--- src/rtl/div_result_buffer.sv ---
// div_result_buffer
// -----------------
// Result buffer and issue-credit controller placed after the 6-stage 8-by-3
// pipelined divider. The divider cannot be stalled, so this block only grants
// an issue when a FIFO slot is guaranteed for the resulting quotient. Results
// are stored in order and handed to the consumer with a valid/ready handshake.
//
// Ports
//   clk              in   single clock, rising edge
//   reset            in   synchronous, active-high
//   issue_valid      in   upstream wants to launch one division
//   issue_ready      out  credit available (combinational from registers)
//   res_valid_in     in   divider valid_out
//   res_quotient_in  in   divider quotient
//   out_valid        out  FIFO non-empty (registered)
//   out_ready        in   consumer accepts head entry
//   out_quotient     out  head entry, 0 when out_valid = 0
//   occupancy        out  entries stored
//   inflight         out  issued results not yet returned
//   err_overflow     out  sticky: result arrived into a full, non-popping FIFO
//   err_spurious     out  sticky: result arrived with nothing in flight

module div_result_buffer #(
    parameter int QWIDTH = 6,
    parameter int DEPTH  = 8,
    parameter int CW     = $clog2(DEPTH + 1)
) (
    input  logic              clk,
    input  logic              reset,
    input  logic              issue_valid,
    output logic              issue_ready,
    input  logic              res_valid_in,
    input  logic [QWIDTH-1:0] res_quotient_in,
    output logic              out_valid,
    input  logic              out_ready,
    output logic [QWIDTH-1:0] out_quotient,
    output logic [CW-1:0]     occupancy,
    output logic [CW-1:0]     inflight,
    output logic              err_overflow,
    output logic              err_spurious
);

    localparam int AW = $clog2(DEPTH);
    localparam logic [CW:0] DEPTH_X = (CW + 1)'(DEPTH);

    logic [QWIDTH-1:0] mem [DEPTH];
    logic [AW-1:0]     wr_ptr;
    logic [AW-1:0]     rd_ptr;
    logic [CW-1:0]     occ_q;
    logic [CW-1:0]     infl_q;
    logic              out_valid_q;
    logic              err_ovf_q;
    logic              err_spur_q;

    logic              full;
    logic              issue;
    logic              pop;
    logic              push;
    logic              ret;
    logic [CW-1:0]     occ_n;
    logic [CW-1:0]     infl_n;

    assign full  = ({1'b0, occ_q} == DEPTH_X);

    // Credit is computed only from registered counts, so a pop this cycle
    // frees a slot for issue next cycle and issue_valid never loops back.
    assign issue_ready = (({1'b0, occ_q} + {1'b0, infl_q}) < DEPTH_X);

    assign issue = issue_valid && issue_ready;
    assign pop   = out_valid_q && out_ready;
    assign push  = res_valid_in && (!full || pop);
    // A result with nothing outstanding must not underflow the counter.
    assign ret   = res_valid_in && (infl_q != '0);

    always_comb begin
        occ_n  = occ_q;
        infl_n = infl_q;
        if (push && !pop) occ_n = occ_q + 1'b1;
        if (pop && !push) occ_n = occ_q - 1'b1;
        if (issue && !ret) infl_n = infl_q + 1'b1;
        if (ret && !issue) infl_n = infl_q - 1'b1;
    end

    always_ff @(posedge clk) begin
        if (reset) begin
            wr_ptr      <= '0;
            rd_ptr      <= '0;
            occ_q       <= '0;
            infl_q      <= '0;
            out_valid_q <= 1'b0;
            err_ovf_q   <= 1'b0;
            err_spur_q  <= 1'b0;
        end else begin
            if (push) wr_ptr <= wr_ptr + 1'b1;
            if (pop)  rd_ptr <= rd_ptr + 1'b1;
            occ_q       <= occ_n;
            infl_q      <= infl_n;
            out_valid_q <= (occ_n != '0);
            if (res_valid_in && full && !pop) err_ovf_q <= 1'b1;
            if (res_valid_in && (infl_q == '0)) err_spur_q <= 1'b1;
        end
    end

    // Storage needs no reset: every entry is written before out_valid can
    // expose it, and out_quotient is masked while empty.
    always_ff @(posedge clk) begin
        if (!reset && push) mem[wr_ptr] <= res_quotient_in;
    end

    assign out_valid    = out_valid_q;
    assign out_quotient = out_valid_q ? mem[rd_ptr] : '0;
    assign occupancy    = occ_q;
    assign inflight     = infl_q;
    assign err_overflow = err_ovf_q;
    assign err_spurious = err_spur_q;

endmodule

--- config.mk ---
export PLATFORM = sky130hd
export DESIGN_NAME = div_result_buffer
export DESIGN_NICKNAME = d
export VERILOG_FILES = /design/src/rtl/div_result_buffer.sv
export SDC_FILE = /design/constraint.sdc
export NUM_CORES = 1
export LEC_CHECK = 0
export ABC_AREA = 1
export CORE_MARGIN = 2
export CORE_UTILIZATION = 25
export DETAILED_ROUTE_END_ITERATION = 16
export GPL_TIMING_DRIVEN = 0
export PLACE_DENSITY_LB_ADDON = 0.2
export SYNTH_ARGS = -nofsm -noshare
export SYNTH_HDL_FRONTEND = slang
export SYNTH_SLANG_ARGS = --single-unit
--- constraint.sdc ---
create_clock -name clk -period 4.3 [get_ports clk]
set_input_delay 0.645 -clock clk [delete_from_list [all_inputs] [get_ports clk]]
set_output_delay 0.645 -clock clk [all_outputs]
set_load 0.005 [all_outputs]
==> summary by stage <==
Clock tree
The total of cells resized after clock tree synthesis is 0. In this run the deepest clock path goes through 2 buffers. The number of sinks on the clock net is 68.

Buffers inserted to repair hold after CTS numbered 0. The source-to-sink clock delay at the later pin of the worst-skew pair is 0.33 ns. Counting the buffers created by CTS gives 9. The H-tree depth is 3.

After clock tree synthesis, the clock-pin slew on the worst setup and hold paths is 0.05 ns. The root buffer cell chosen for the clock tree is clkbuf_16. TritonCTS built the clock tree. Buffers added to address setup during post-CTS repair amount to 0.

Synthesis
The synthesized cell area is 3020 um2. The fraction of synthesis flops using an asynchronous set or reset pin is 0%. Synthesis produced a netlist with a net count of 325. The number of warnings issued by yosys is 0. Yosys mapped a number of flops with a built-in enable equal to 48. The netlist uses 28 different library cells.

The synthesized flop and latch total is 68. Among all flip-flop cells after synthesis, the most frequent one is edfxtp_1. For this run, the register share of the synthesized area comes to 61.1%. In this run the mean area of a mapped cell was 9.99 um2. The count of mapped cells out of synthesis is between 300 and 400.

STA
Final hold analysis gives a worst-case slack of roughly 0.46 ns. The accumulated negative setup slack is 0 ns. Setup repair after global routing left no endpoint under its margin. The number of setup violations in the final report is 0. The achievable frequency is around 0.34 GHz.

The worst clock skew on the final layout is 0.00467 ns. The number of pins with negative max-slew slack in the final report is 0. The final critical-path required period is about 3.0 ns. The relative slew slack is between 10% and 20%. For the pin with the worst max-slew slack, the measured transition is ~1.2 ns.

Dividing the final minimum period by the clock period gives between 60 and 70%. The number of endpoints with negative hold slack in the final report is 0.

Pwr
The clock share of power is between 30% and 40%. In this run the static leakage power is 1.40 nW. The analysis attributes to net switching a power of around 0.00059 W. Combinational logic is responsible for 25.2% of the overall power. Across the VDD grid, the largest voltage drop is between 0.0002 and 0.0003 V.

The switching share of total power is between 30% and 40%. The sequential share of power is 41.4%. Internal power comes to 0.00136 W. The power density relative to cell area is 520 nW/um2.

Floorplanning
The number of rows in the core area is 40. The die area is 13000 um2. The die boundary width is 114 um. The die is 114 um tall. Pin placement for this block handled 29 I/O pins. The initial cell density of the core is about a quarter. The core area is 11900 um2.

Placed design
Including well taps, the total number of placed cells is 477. The weighted congestion at the end of routability-driven global placement is 0.787. During placement, the flow inserted port buffers numbering 28. Once detailed placement completed, the half-perimeter wirelength came to between 4000 and 5000 um. Once placement finished, the instance area stood at 3480 um2.

GRT
The global-route wire length before repair is 11200 um. The total global routing overflow is 0. The initial antenna violation count came to 0.

The number of global-route vias before repair is 2178. Across every metal layer, demand over resource in global routing totals 11.4%. Entering global routing, the biggest net connects 12 pins.

Finish
The post-route netlist has roughly 9.3% of its cells at a drive strength greater than 1. The final standard cell utilization of the core is 31.4%. The number of antenna diodes in the final layout is 0. The final layout contains 364 nets. The finished layout holds between 400 and 500 standard cells, fillers aside.

Once layout is done, the placed cells without fillers occupy 3740 um2. The area growth from synthesis to layout is 24.0%.

Worst setup path
The arrival time reported for the critical path endpoint is 2.31 ns. The worst setup path is launched from a flop. At the worst endpoint, the required time is between 3 and 4 ns. The kind of end point of the critical path is an output pin. The largest fanout on the critical path is 10.

The type of the worst setup path is reg -> out.

Route
The number of optimization iterations in the first detailed-route pass is 4. In the routed layout, each cell is associated on average with a via count of 4.43. The remaining design rule violation count is 0. For this block, the via count after detailed routing is 2179. In the final routed layout, each cell accounts on average for 14.1 um. The routed design has 6920 um of wire. In this run the remaining antenna-violating nets after routing total 0. The detailed router's first-iteration violation count is 104.

Run
The tool flagged a number of max-cap violations equal to 0.

Worst hold path
The tightest min-delay check is of the reg -> reg type.

Run status
The run finished with clean final reports.
-- critical path, stage by stage (launching register included) --
cell and delay [ns]:
dfxtp_1 0.30, buf_2 0.23, buf_2 0.29, o21ai_0 0.12
o21ai_1 0.12, o21ai_0 0.13, a31oi_1 0.25, clkdlybuf4s50_1 0.54
-- cells in the final DEF (no fill, tap or decap), types with 2 or more instances in the layout --
| cell type | instances |
|---|---|
| a21oi_1 | 9 |
| ha_1 | 11 |
| clkbuf_1 | 4 |
| inv_1 | 22 |
| nor3_1 | 4 |
| xnor2_1 | 3 |
| nand3_1 | 11 |
| nor4_1 | 2 |
| nand4_1 | 3 |
| nor2_1 | 60 |
| clkinvlp_4 | 2 |
| buf_2 | 6 |
| clkdlybuf4s50_1 | 28 |
| nor2_2 | 2 |
| o21ai_1 | 8 |
| nand3_2 | 2 |
| a31oi_1 | 7 |
| clkbuf_16 | 9 |
| clkinv_2 | 3 |
| dfxtp_1 | 20 |
| edfxtp_1 | 48 |
| nand2_1 | 34 |
| inv_2 | 5 |
| o21ai_0 | 34 |
-- flip-flops by register name (all words and copies together), names as in the netlist, named ones only --
signal	cells
wr_ptr	3
inflight	4
occupancy	4
out_valid	1
err_overflow	1
mem	48
err_spurious	1
rd_ptr	3
-- per-stage QoR --
stage          worst slack, ns  total power [W]
2_1_floorplan             2.00          0.00111
3_3_place_gp              1.31          0.00131
3_5_place_dp              1.29          0.00131
4_1_cts                   1.36          0.00197
5_1_grt                   1.17          0.00207
6_report                  1.35          0.00195
-- power groups by stage --
stage	sequential (W)	combinational [W]	clock, W
floorplan	0.000805	0.000302	0
global placement	0.000822	0.000487	0
detailed placement	0.000820	0.000493	0
CTS	0.000808	0.000497	0.000665
global route	0.000815	0.000564	0.000693
finish	0.000806	0.000491	0.000648
-- cell families after synthesis --
| kind of cell | synth area share (%) |
|---|---|
| adders and majority gates | 5.23 |
| buffers and inverters | 4.85 |
| and+or+nand+nor | 17.3 |
| DFF | 61.1 |
| xor gates and xnor gates | 1.16 |
| AOI/OAI and AO/OA | 10.5 |
-- final timing paths --
path                      from               to  slack (ns)  cells past startpoint
setup / recovery          flop  out_quotient[1]        1.35                      7
hold / removal    err_spurious     err_spurious        0.46                      2
setup reg to reg  occupancy[0]        mem[0][2]        1.70                      7
hold reg to reg   err_spurious     err_spurious        0.46                      2
-- area by class of cell --
type	count	area [um2]
well taps	147	184
multi-input cells	197	1030
fillers	1235	8170
clock inverters	5	30.0
plain buffers	9	41.3
flip-flops and latches	68	1840
inverters	28	105
clock buffers	10	229
repair buffers	28	280
-- synthesized netlist by cell type, types with 2 or more instances --
cell type | number | area [um2]
nor2_1 | 60 | 225
buf_2 | 6 | 30.0
dfxtp_1 | 20 | 400
nand2_1 | 34 | 128
inv_2 | 5 | 18.8
a21oi_1 | 9 | 45.0
inv_1 | 22 | 82.6
nand3_2 | 2 | 20.0
nand4_1 | 3 | 18.8
nand3_1 | 11 | 55.1
nor4_1 | 2 | 12.5
xnor2_1 | 3 | 26.3
edfxtp_1 | 48 | 1440
a31oi_1 | 7 | 43.8
clkbuf_1 | 3 | 11.3
ha_1 | 11 | 138
nor3_1 | 4 | 20.0
o21ai_0 | 34 | 170
nor2_2 | 2 | 12.5
o21ai_1 | 8 | 40.0
-- metal layers --
layer	share of wire (%)	vias to the layer above	wire, um	track usage (%)
li1	-	1108	-	-
met1	48	1014	3300	14.3
met2	46	48	3190	18.3
met3	4.7	9	324	4.04
met4	1.5	0	106	3.98
met5	0	-	0	0
Power figures use the tool's default switching activity.
